==> src/rtl/rx_blocklock_descrambler.sv <==
// 64b/66b receive front end: sync-header block lock with gearbox slip control,
// x^58+x^39+1 self-synchronising descrambler and hi-BER monitoring.
module rx_blocklock_descrambler #(
  parameter int LOCK_COUNT = 64,
  parameter int WINDOW     = 64,
  parameter int BAD_LIMIT  = 16,
  parameter int SLIP_WAIT  = 32,
  parameter int BER_WINDOW = 19531,
  parameter int BER_LIMIT  = 16
) (
  input  logic        RX_CLK,
  input  logic        S_ARESETN,
  input  logic        i_valid,
  input  logic [65:0] i_data,
  output logic        o_slip,
  output logic        RX_VALID,
  output logic [65:0] RX_DATA,
  output logic        o_block_lock,
  output logic        o_hi_ber,
  output logic        o_phy_fault
);

  localparam int GW = $clog2(LOCK_COUNT + 1);
  localparam int HW = $clog2(WINDOW + 1);
  localparam int BW = $clog2(BAD_LIMIT + 1);
  localparam int SW = $clog2(SLIP_WAIT + 1);
  localparam int TW = $clog2(BER_WINDOW + 1);
  localparam int CW = $clog2(BER_LIMIT + 1);

  localparam logic [GW-1:0] GOOD_LAST = GW'(LOCK_COUNT - 1);
  localparam logic [HW-1:0] HDR_LAST  = HW'(WINDOW - 1);
  localparam logic [BW-1:0] BAD_LAST  = BW'(BAD_LIMIT - 1);
  localparam logic [SW-1:0] SLIP_LAST = SW'(SLIP_WAIT - 1);
  localparam logic [TW-1:0] BER_LAST  = TW'(BER_WINDOW - 1);
  localparam logic [CW-1:0] BER_MAX   = CW'(BER_LIMIT);

  typedef enum logic [1:0] {HUNT, SLIPWAIT, LOCKED} state_t;

  state_t        state;
  logic [GW-1:0] good_cnt;
  logic [HW-1:0] hdr_cnt;
  logic [BW-1:0] bad_cnt;
  logic [SW-1:0] slip_cnt;
  logic [TW-1:0] ber_timer;
  logic [CW-1:0] ber_cnt;
  logic [57:0]   scr_state;

  logic          hdr_ok;
  logic          hdr_bad;
  logic          gain_lock;
  logic          lose_lock;
  logic          lock_next;
  logic          hi_ber_next;
  logic          ber_end;
  logic [CW-1:0] ber_cnt_inc;
  logic [121:0]  scr_x;
  logic [63:0]   desc;

  assign hdr_ok  = i_data[1] ^ i_data[0];
  assign hdr_bad = ~hdr_ok;

  assign gain_lock = i_valid && (state == HUNT) && hdr_ok && (good_cnt == GOOD_LAST);
  assign lose_lock = i_valid && (state == LOCKED) && hdr_bad && (bad_cnt == BAD_LAST);
  assign lock_next = gain_lock || (o_block_lock && !lose_lock);

  assign ber_end     = (ber_timer == BER_LAST);
  assign ber_cnt_inc = (hdr_bad && (ber_cnt != BER_MAX)) ? ber_cnt + 1'b1 : ber_cnt;

  // Window end re-evaluates the flag; mid-window it can only be raised.
  always_comb begin
    hi_ber_next = o_hi_ber;
    if (!lock_next) begin
      hi_ber_next = 1'b0;
    end else if (i_valid && (state == LOCKED)) begin
      if (ber_end) begin
        hi_ber_next = (ber_cnt_inc >= BER_MAX);
      end else if (ber_cnt_inc >= BER_MAX) begin
        hi_ber_next = 1'b1;
      end
    end
  end

  // x[k] for k<58 is history (s[0] oldest), x[k+58] is current payload bit k.
  assign scr_x = {i_data[65:2], scr_state};

  generate
    for (genvar gi = 0; gi < 64; gi++) begin : g_desc
      assign desc[gi] = scr_x[gi + 58] ^ scr_x[gi + 19] ^ scr_x[gi];
    end
  endgenerate

  always_ff @(posedge RX_CLK or negedge S_ARESETN) begin
    if (!S_ARESETN) begin
      state        <= HUNT;
      good_cnt     <= '0;
      hdr_cnt      <= '0;
      bad_cnt      <= '0;
      slip_cnt     <= '0;
      o_slip       <= 1'b0;
      o_block_lock <= 1'b0;
      o_hi_ber     <= 1'b0;
      o_phy_fault  <= 1'b1;
    end else begin
      o_slip       <= 1'b0;
      o_block_lock <= lock_next;
      o_hi_ber     <= hi_ber_next;
      o_phy_fault  <= !lock_next || hi_ber_next;
      if (i_valid) begin
        case (state)
          HUNT: begin
            if (hdr_ok) begin
              if (gain_lock) begin
                state    <= LOCKED;
                good_cnt <= '0;
                hdr_cnt  <= '0;
                bad_cnt  <= '0;
              end else begin
                good_cnt <= good_cnt + 1'b1;
              end
            end else begin
              o_slip   <= 1'b1;
              good_cnt <= '0;
              slip_cnt <= '0;
              state    <= SLIPWAIT;
            end
          end
          SLIPWAIT: begin
            if (slip_cnt == SLIP_LAST) begin
              slip_cnt <= '0;
              state    <= HUNT;
            end else begin
              slip_cnt <= slip_cnt + 1'b1;
            end
          end
          LOCKED: begin
            // The error that reaches the limit wins over a window boundary.
            if (lose_lock) begin
              o_slip   <= 1'b1;
              hdr_cnt  <= '0;
              bad_cnt  <= '0;
              slip_cnt <= '0;
              state    <= SLIPWAIT;
            end else if (hdr_cnt == HDR_LAST) begin
              hdr_cnt <= '0;
              bad_cnt <= '0;
            end else begin
              hdr_cnt <= hdr_cnt + 1'b1;
              bad_cnt <= bad_cnt + BW'(hdr_bad);
            end
          end
          default: state <= HUNT;
        endcase
      end
    end
  end

  always_ff @(posedge RX_CLK or negedge S_ARESETN) begin
    if (!S_ARESETN) begin
      ber_timer <= '0;
      ber_cnt   <= '0;
    end else if (!lock_next) begin
      ber_timer <= '0;
      ber_cnt   <= '0;
    end else if (i_valid && (state == LOCKED)) begin
      if (ber_end) begin
        ber_timer <= '0;
        ber_cnt   <= '0;
      end else begin
        ber_timer <= ber_timer + 1'b1;
        ber_cnt   <= ber_cnt_inc;
      end
    end
  end

  // Descrambler history advances on every valid word so it is primed at lock.
  always_ff @(posedge RX_CLK or negedge S_ARESETN) begin
    if (!S_ARESETN) begin
      RX_VALID  <= 1'b0;
      RX_DATA   <= '0;
      scr_state <= '0;
    end else begin
      RX_VALID <= i_valid && (state == LOCKED);
      if (i_valid) begin
        RX_DATA   <= {desc, i_data[1:0]};
        scr_state <= i_data[65:8];
      end
    end
  end

endmodule

==> config.mk <==
export PLATFORM = sky130hd
export DESIGN_NAME = rx_blocklock_descrambler
export DESIGN_NICKNAME = d
export VERILOG_FILES = /design/src/rtl/rx_blocklock_descrambler.sv
export SDC_FILE = /design/constraint.sdc
export NUM_CORES = 1
export LEC_CHECK = 0
export ABC_AREA = 0
export ABC_CLOCK_PERIOD_IN_PS = 2530
export BUFFER_PORTS_ARGS = -buffer_cell sky130_fd_sc_hd__clkbuf_2
export CAP_MARGIN = 5
export CORE_ASPECT_RATIO = 1.25
export CORE_MARGIN = 3
export CORE_UTILIZATION = 57
export CTS_CLUSTER_SIZE = 8
export DETAILED_ROUTE_END_ITERATION = 16
export PLACE_DENSITY = 0.78
export SLEW_MARGIN = 20
export SYNTH_ARGS = -nofsm -noshare
export SYNTH_HDL_FRONTEND = slang
export SYNTH_SLANG_ARGS = --single-unit
==> constraint.sdc <==
create_clock -name RX_CLK -period 2.53 [get_ports RX_CLK]
set_input_delay 0.1265 -clock RX_CLK [delete_from_list [all_inputs] [get_ports RX_CLK]]
set_output_delay 0.1265 -clock RX_CLK [all_outputs]
set_load 0.01 [all_outputs]
* Word-level counts from Yosys, hierarchy flattened
Cells that the tools add are included.
** Word-level totals
- Flip-flop bits (word level) :: 176
- Output and inout port bits :: 71
- Logic and storage cells :: 221
** Operators by class
- $add $sub $neg :: 6
- Order comparisons :: 1
- Eq/ne operators :: 15
- Multiplexer cells :: 36
- Bitwise gates (word level) :: 130
- Reduce and logical (&&, ||, !) cells :: 19
** Operators with widths (number)
- $xor A1 B1 Y1 :: 129
- $mux W15 :: 3
- $mux W7 :: 6
- $mux W5 :: 8
- $mux W6 :: 3
- $pmux W6 S3 :: 1
- $add A15 B1 Y15 const B :: 1
- $eq A15 B15 Y1 const B :: 1
- $add A7 B1 Y7 const B :: 2
- $eq A7 B6 Y1 const B :: 2
- $pmux W7 S2 :: 1
- $reduce_and A4 Y1 :: 3
- $ne A2 B2 Y1 const B :: 5
- $pmux W5 S2 :: 1
- $logic_and A1 B1 Y1 :: 8
- $mux W2 :: 4
- $mux W1 :: 7
- $add A6 B1 Y6 const B :: 1
- $eq A6 B5 Y1 const B :: 1
- $pmux W2 S3 :: 1
- $add A5 B1 Y5 :: 1
- $add A5 B1 Y5 const B :: 1
- $eq A5 B4 Y1 const B :: 1
- $ge A5 B5 Y1 const B :: 1
- 13 further kinds :: 15

* Logic depth before layout (Yosys ltp)
Gate-level depths: netlist of the first run.
- Word-level depth :: 10
- Mapped depth :: 8

* Worst setup path after synthesis of the first run
No wires, ideal clock.
- Path kind :: register to register
- Start point :: register good_cnt[0]
- End point :: register hdr_cnt[3]
- Setup time :: 78 ps
- Arrival :: 1951 ps
- Path slack :: 501 ps
- Stages on the path, launching flop included :: 8
- Period minus slack after synthesis :: 2029 ps
- Path through :: dfrtp_1 ha_1 nand4_1 nor4_4 nor2_1 buf_2 or3_1 a21oi_1
** Between the ends
- Word-level cells in the longest chain between the ends :: 4
** RTL lines
- start, declared :: line 40 : logic [GW-1:0] good_cnt;
- start signal, assigned :: line 118 : good_cnt <= good_cnt + 1'b1;
- $eq A7 B6 Y1 :: line 62 : assign gain_lock = i_valid && (state == HUNT) && hdr_ok && (good_cnt == GOOD_LAST);
- $logic_and A1 B1 Y1 :: line 62
- $ne A2 B2 Y1 (no source line)
- $reduce_and A4 Y1 (no source line)
- end signal, assigned :: line 147 : hdr_cnt <= hdr_cnt + 1'b1;
- end, declared :: line 41 : logic [HW-1:0] hdr_cnt;
Every way passes these cells.
A chain may end at the register's enable or synchronous reset.

* Worst setup path after layout of the first run
- Start point :: register good_cnt[0]
- End point :: register hdr_cnt[5]
The elaborated chain is that of the path after synthesis.

==> impl_metrics.py, run 1 <==
metrics = {
    "run_status": {
        "status": "finished, violations left",
        "violations": "negative hold slack",
    },
    "synth": {
        "syn_avg_cell_area_um2": 12.3,
        "netlist_top_cells_count": "dfrtp_1, xnor2_1, mux2_2",
        "synthTopCellsByArea": "dfrtp_1, mux2_2, xnor2_1",
        "synth-compound-area-share_pct": 6.26,
        "netlist.area_leader.share_pct": 51.2,
        "synth_nets": 776,
        "synthArstFlopShare_pct": 100,
        "synth_seq_area_share_pct": 51.5,
        "synth_top_family_by_area": "multiplexers",
        "synth_mux_area_share_pct": 16.6,
        "synthDistinctLibCells": 52,
        "synth.most_common_cell": "dfrtp_1",
        "synth.largest_area_cell": "dfrtp_1",
        "syn_inst": 698,
        "synthAdderAreaFrac_pct": 1.32,
        "ys_ff_latch": 176,
        "synth-simple-area-share_pct": 8.46,
        "synth_warnings": 0,
        "synth-main-ff-cell": "dfrtp_1",
        "syn-cell-area_um2": 8550,
        "synth-edff-count": 0,
        "synthXorXnorAreaFrac_pct": 14.1,
    },
    "power_and_ir_drop": {
        "comb_power_share_pct": 22.7,
        "power.internal_w": 0.00572,
        "peakVddDrop_mv": 0.486,
        "switching_share_pct": 29.0,
        "powerDensity_nw_per_um2": 760,
        "p_sw_w": 0.00234,
        "seq_power_share_pct": 44.9,
        "leakagePower_nw": 4.52,
        "p_clk_share_pct": 32.4,
    },
    "worst_setup_path": {
        "path_class": "flip-flop to flip-flop",
        "reg2regPathDepth": 6,
        "cp_top_family": "simple AND/OR/NAND/NOR gates",
        "cp_slowest_cell": "or4_1",
        "crit_arrival_ns": 2.60,
        "cp_num_cells": 6,
        "critical_path.cell_chain": "ha_1, nand4_1, nor4_4, nor2_1, or4_1, a21oi_1",
        "cp_max_fo": 12,
        "start_kind": "flip-flop",
        "endpoint_kind": "flip-flop",
        "worst_path_largest_cell_delay_ns": 0.55,
        "critical_path_required_ns": 2.88,
        "cp_num_buf_inv": 0,
    },
    "final_layout": {
        "fillers": 949,
        "fin_nets": 973,
        "stdcell_count": 1085,
        "layout-drive-gt1-share_pct": 34.3,
        "area_growth_pct": 24.0,
        "fin_area_um2": 10600,
        "diodes": 0,
    },
    "sta": {
        "post-route-period-util_pct": 88.9,
        "relSlewSlack_pct": 42.7,
        "setup_tns_ns": 0,
        "slew_viol_final": 0,
        "finalSetupViolations": 0,
        "fmax_mhz": 445,
        "skew_ns": 0.00913,
        "whs_ns": -0.0115,
        "period_minus_slack_ns": 2.25,
        "tightestPinTransition_ns": 0.849,
        "grt_setup_unrepaired": "no",
        "hold_violations": 1,
    },
    "floorplanning": {
        "rows": 49,
        "die_x_um": 116,
        "pin_count": 140,
        "die-area_um2": 16500,
        "fp.coreArea_um2": 14500,
        "die_h_um": 143,
        "start_util_pct": 58.9,
    },
    "routing": {
        "drc": 0,
        "antenna_left": 0,
        "drt_iter0_drc": 306,
        "wire_per_inst_um": 18.0,
        "dr.pass1.iters": 5,
        "via_per_inst": 5.62,
        "drt_wl_total_mm": 19.5,
        "vias": 6101,
    },
    "run": {
        "cap_violations": 0,
    },
    "place": {
        "place_congestion": 0.830,
        "io_buffers": 139,
        "dpl.hpwl_mm": 13.4,
        "place_inst": 1002,
        "post_dp_cell_area_um2": 9510,
    },
    "cts": {
        "cts_tree": "yes",
        "clockBufferDepth": 2,
        "path_clk_slew_ns": 0.06,
        "cts.root.buffer_cell": "clkbuf_16",
        "clk_latency_ns": 0.43,
        "cts_buffers": 17,
        "h-tree-depth": 4,
        "cts_sinks": 176,
    },
    "global_route": {
        "gr-usage-all-layers_pct": 24.9,
        "grt_max_degree": 132,
        "grt-ovfl-total": 0,
        "grt_pass1_vias": 6567,
        "grt_pass1_wl_mm": 32.3,
        "antenna_found_initial": 0,
    },
    "hold_path": {
        "hp-class": "input port to flip-flop",
        "whs_path_depth": 2,
    },
}
-- cell families (layout without fill, tap and decap cells) --
group / count (synthesis) / count (layout)
flip-flops: 176 / 176
buffers and inverters: 38 / 247
multiplexers: 126 / 126
adder cells (fa/ha/maj): 9 / 9
XOR/XNOR: 138 / 138
AO/OA/AOI/OAI: 77 / 77
AND/OR/NAND/NOR: 134 / 134
-- registers in the layout, summed over array words and instances (netlist names) --
signal        flops
RX_DATA          66
scr_state        58
ber_timer        15
good_cnt          7
hdr_cnt           7
slip_cnt          6
bad_cnt           5
ber_cnt           5
state             2
RX_VALID          1
o_block_lock      1
o_hi_ber          1
o_phy_fault       1
o_slip            1
-- power groups by stage --
| stage | Combinational [W] | Sequential, W | Clock (W) |
|---|---|---|---|
| global route | 0.00200 | 0.00367 | 0.00275 |
| CTS | 0.00184 | 0.00361 | 0.00265 |
| global placement | 0.00169 | 0.00362 | 0 |
| finish | 0.00183 | 0.00362 | 0.00261 |
| detailed placement | 0.00176 | 0.00365 | 0 |
| floorplan | 0.000955 | 0.00373 | 0 |
-- cells in the final DEF, fill, tap and decap left out, types with 3 or more instances in the layout --
cell type / Yosys / final
nand2b_1: 6 / 6
or4_1: 3 / 3
nor2_1: 24 / 24
and3_1: 3 / 3
and4_1: 4 / 4
nor3_1: 10 / 10
a21oi_1: 4 / 4
buf_4: 1 / 11
clkbuf_2: 0 / 137
ha_1: 9 / 9
clkinv_4: 0 / 3
nor2b_1: 4 / 4
mux2_2: 125 / 125
dfrtp_1: 175 / 175
and2_1: 3 / 3
o2111ai_1: 3 / 3
xnor2_1: 132 / 132
xor2_1: 6 / 6
o31ai_1: 9 / 9
o2bb2a_1: 5 / 5
nor3b_1: 3 / 3
clkbuf_16: 0 / 17
nand2_1: 39 / 39
o21ai_0: 27 / 27
buf_12: 0 / 3
nand4_1: 9 / 9
o21a_1: 4 / 4
dlygate4sd3_1: 0 / 52
inv_1: 12 / 12
nand3_1: 12 / 12
a22o_1: 5 / 5
-- stage by stage --
step	util [%]	power, W	setup WS (ns)
after floorplan	-	0.00468	0.501
after global placement	65.5	0.00532	0.427
after detailed placement	65.5	0.00541	0.339
after CTS	73.0	0.00810	0.281
after global routing	73.0	0.00843	0.119
final	73.0	0.00806	0.281
-- timing repair --
item                      4_1_cts  5_1_grt
setup buffers                   0        0
hold endpoints to repair      124        0
hold buffers                   52        0
gates resized for setup         0        0
-- per-layer routing --
metal,part of all wire (%),vias up,global-route usage [%]
met5,0,-,0
met4,2.7,0,9.89
met3,5.4,42,6.61
met2,54,179,44.6
met1,38,3033,28.1
li1,-,2847,-
-- worst reg2reg max path, cell delays in order (launching register included) --
cell,delay (ns)
dfrtp_1,0.40
ha_1,0.26
nand4_1,0.27
nor4_4,0.34
nor2_1,0.21
or4_1,0.55
a21oi_1,0.16
-- area by class of cell --
cell class	count	area (um2)	share of cell area (%)
Clock buffer	20	447	4.21
Clock inverter	11	133	1.25
Inverter	12	45.0	0.425
Multi-Input combinational cell	484	4000	37.7
Sequential cell	176	4410	41.5
Tap cell	178	223	2.10
Timing Repair Buffer	204	1360	12.8
-- final timing paths --
kind / slack (ns) / startpoint / to
max in group asynchronous: 1.48 / S_ARESETN / o_phy_fault
worst min register to register: 0.50 / hdr_cnt[6] / hdr_cnt[6]
worst min-delay path: -0.01 / i_data[37] / scr_state[29]
worst max register to register: 0.28 / good_cnt[0] / hdr_cnt[5]
worst max-delay path: 0.28 / good_cnt[0] / hdr_cnt[5]
min in group asynchronous: 0.32 / S_ARESETN / slip_cnt[3]
No activity file was read; power rests on OpenSTA's default activity.
==> inputs of run 2 (changes only) <==
==> constraint.sdc (replaced) <==
create_clock -name RX_CLK -period 2.53 [get_ports RX_CLK]
set_input_delay 0.253 -clock RX_CLK [delete_from_list [all_inputs] [get_ports RX_CLK]]
set_output_delay 0.253 -clock RX_CLK [all_outputs]
set_load 0.01 [all_outputs]
==> run 2 against run 1 <==
The flow now finishes without violations. Sequential share of layout area up 2.0 points. Clock power rose by 8.0%. Highest routed layer unchanged. Critical endpoint is now ber_cnt[2]. Flip-flop and latch count did not move. Largest cell class unchanged.
==> impl_metrics.py, run 2 (synthesis results as in run 1) <==
metrics = {
    "place": {
        "io_buffers": 139,
        "place_congestion": 0.844,
        "dpl.hpwl_mm": 13.5,
        "post_dp_cell_area_um2": 9480,
        "pre_cts_ws_ns": 0.315,
    },
    "cts": {
        "cts.root.buffer_cell": "clkbuf_16",
        "postCtsHoldBufs": 1,
        "clk_latency_ns": 0.42,
        "path_clk_slew_ns": 0.07,
        "cts_resized": 0,
        "post_cts_buffers": 0,
        "cts_buffers": 17,
        "h-tree-depth": 4,
        "cts_tree": "yes",
        "clockBufferDepth": 2,
        "cts_sinks": 176,
    },
    "hold_path": {
        "hp-class": "input port to flip-flop",
        "min_to": "scr_state[51]",
        "min_from": "i_data[59]",
        "whs_path_depth": 2,
    },
    "sta": {
        "slew_viol_final": 0,
        "worst_slack_ns": 0.258,
        "relSlewSlack_pct": 50.3,
        "hold_violations": 0,
        "period_minus_slack_ns": 2.27,
        "fmax_mhz": 440,
        "grt_setup_unrepaired": "no",
        "post-route-period-util_pct": 89.8,
        "finalSetupViolations": 0,
        "setup_tns_ns": 0,
        "tightestPinTransition_ns": 0.746,
        "skew_ns": 0.00553,
        "whs_ns": 0.0868,
    },
    "global_route": {
        "gr-usage-all-layers_pct": 23.2,
        "grt-ovfl-total": 0,
        "antenna_found_initial": 0,
        "grt_pass1_wl_mm": 30.2,
        "grt_max_degree": 126,
        "grt_pass1_vias": 6219,
    },
    "power_and_ir_drop": {
        "powerDensity_nw_per_um2": 809,
        "p_sw_w": 0.00229,
        "switching_share_pct": 28.0,
        "power.internal_w": 0.00590,
        "seq_power_share_pct": 44.2,
        "p_clk_share_pct": 34.5,
        "peakVddDrop_mv": 0.526,
        "leakagePower_nw": 4.33,
        "comb_power_share_pct": 21.3,
    },
    "final_layout": {
        "layout_commonest_cell": "dfrtp_1",
        "fillers": 1059,
        "layout-drive-gt1-share_pct": 36.4,
        "fin_area_um2": 10100,
        "area_growth_pct": 18.4,
        "regArea_um2": 4410,
        "largest_reg_flops": 66,
        "final_cell_mix": "dfrtp_1, clkbuf_2, xnor2_1",
        "multiInputGateArea_um2": 4000,
        "regMostFlops": "RX_DATA",
        "fin_nets": 920,
        "diodes": 0,
        "reg_top3": "RX_DATA x66, scr_state x58, ber_timer x15",
    },
    "routing": {
        "drt_wl_total_mm": 18.5,
        "vias": 5873,
        "dr.pass1.iters": 6,
        "drt_iter0_drc": 307,
        "via_per_inst": 5.69,
        "wire_per_inst_um": 17.9,
        "antenna_left": 0,
        "drc": 0,
    },
    "worst_setup_path": {
        "cp_max_fo": 13,
        "reg2reg_slack_ns": 0.26,
        "start_kind": "flip-flop",
        "critical_path_required_ns": 2.85,
        "endpoint_kind": "flip-flop",
        "worstSetupStartpoint": "state[1]",
        "r2r_end": "ber_cnt[2]",
        "reg2regPathDepth": 6,
        "path_class": "flip-flop to flip-flop",
        "worstReg2RegStart": "state[1]",
        "crit_arrival_ns": 2.59,
    },
    "floorplanning": {
        "pin_count": 140,
        "start_util_pct": 58.9,
        "die-area_um2": 16500,
        "die_x_um": 116,
        "rows": 49,
        "die_h_um": 143,
        "fp.coreArea_um2": 14500,
    },
    "run": {
        "cap_violations": 0,
    },
    "run_status": {
        "status": "finished, final reports clean",
    },
}
==> run 2: metrics by stage <==
stage / instances / total power, W / util, %
after floorplan: 698 / 0.00468 / -
after global placement: 1000 / 0.00531 / 65.3
after detailed placement: 1000 / 0.00542 / 65.3
after CTS: 1033 / 0.00826 / 69.7
after global routing: 1033 / 0.00856 / 69.7
final: 1033 / 0.00819 / 69.7
==> run 2: power by group through the flow <==
stage                     clock network, W  logic, W  registers (W)
after global routing               0.00296   0.00192        0.00368
after global placement                   0   0.00168        0.00363
after CTS                          0.00286   0.00178        0.00362
final                              0.00282   0.00175        0.00362
after detailed placement                 0   0.00176        0.00366
after floorplan                          0  0.000955        0.00373
==> run 2: critical path, stage by stage (launching register included) <==
cell	delay, ns
dfrtp_1	0.55
nand3b_1	0.18
buf_4	0.22
inv_1	0.18
nand4_1	0.45
nand2b_1	0.35
o32ai_1	0.23
==> run 2: how the worst max path moves through the flow <==
stage              endpoint  slack (ns)  depth (start not counted)
3_5_place_dp     ber_cnt[2]        0.32                          6
2_1_floorplan    hdr_cnt[3]        0.50                          7
6_report         ber_cnt[2]        0.26                          6
3_3_place_gp   ber_timer[9]        0.38                          5
4_1_cts          ber_cnt[2]        0.30                          6
5_1_grt          ber_cnt[2]        0.09                          6
==> run 2: final cells by class <==
class | count | share of cell area, %
multi-input cells | 484 | 39.5
well taps | 178 | 2.20
clock buffers | 20 | 4.51
flip-flops and latches | 176 | 43.5
clock inverters | 12 | 1.77
repair buffers | 151 | 8.12
inverters | 12 | 0.445
==> run 2: per-layer routing <==
layer / global-route usage [%] / vias up / routed length, um
met5: 0 / - / 0
met4: 6.43 / 0 / 234
li1: - / 2739 / -
met2: 41.9 / 142 / 10000
met3: 6.91 / 16 / 1120
met1: 26.5 / 2976 / 7110
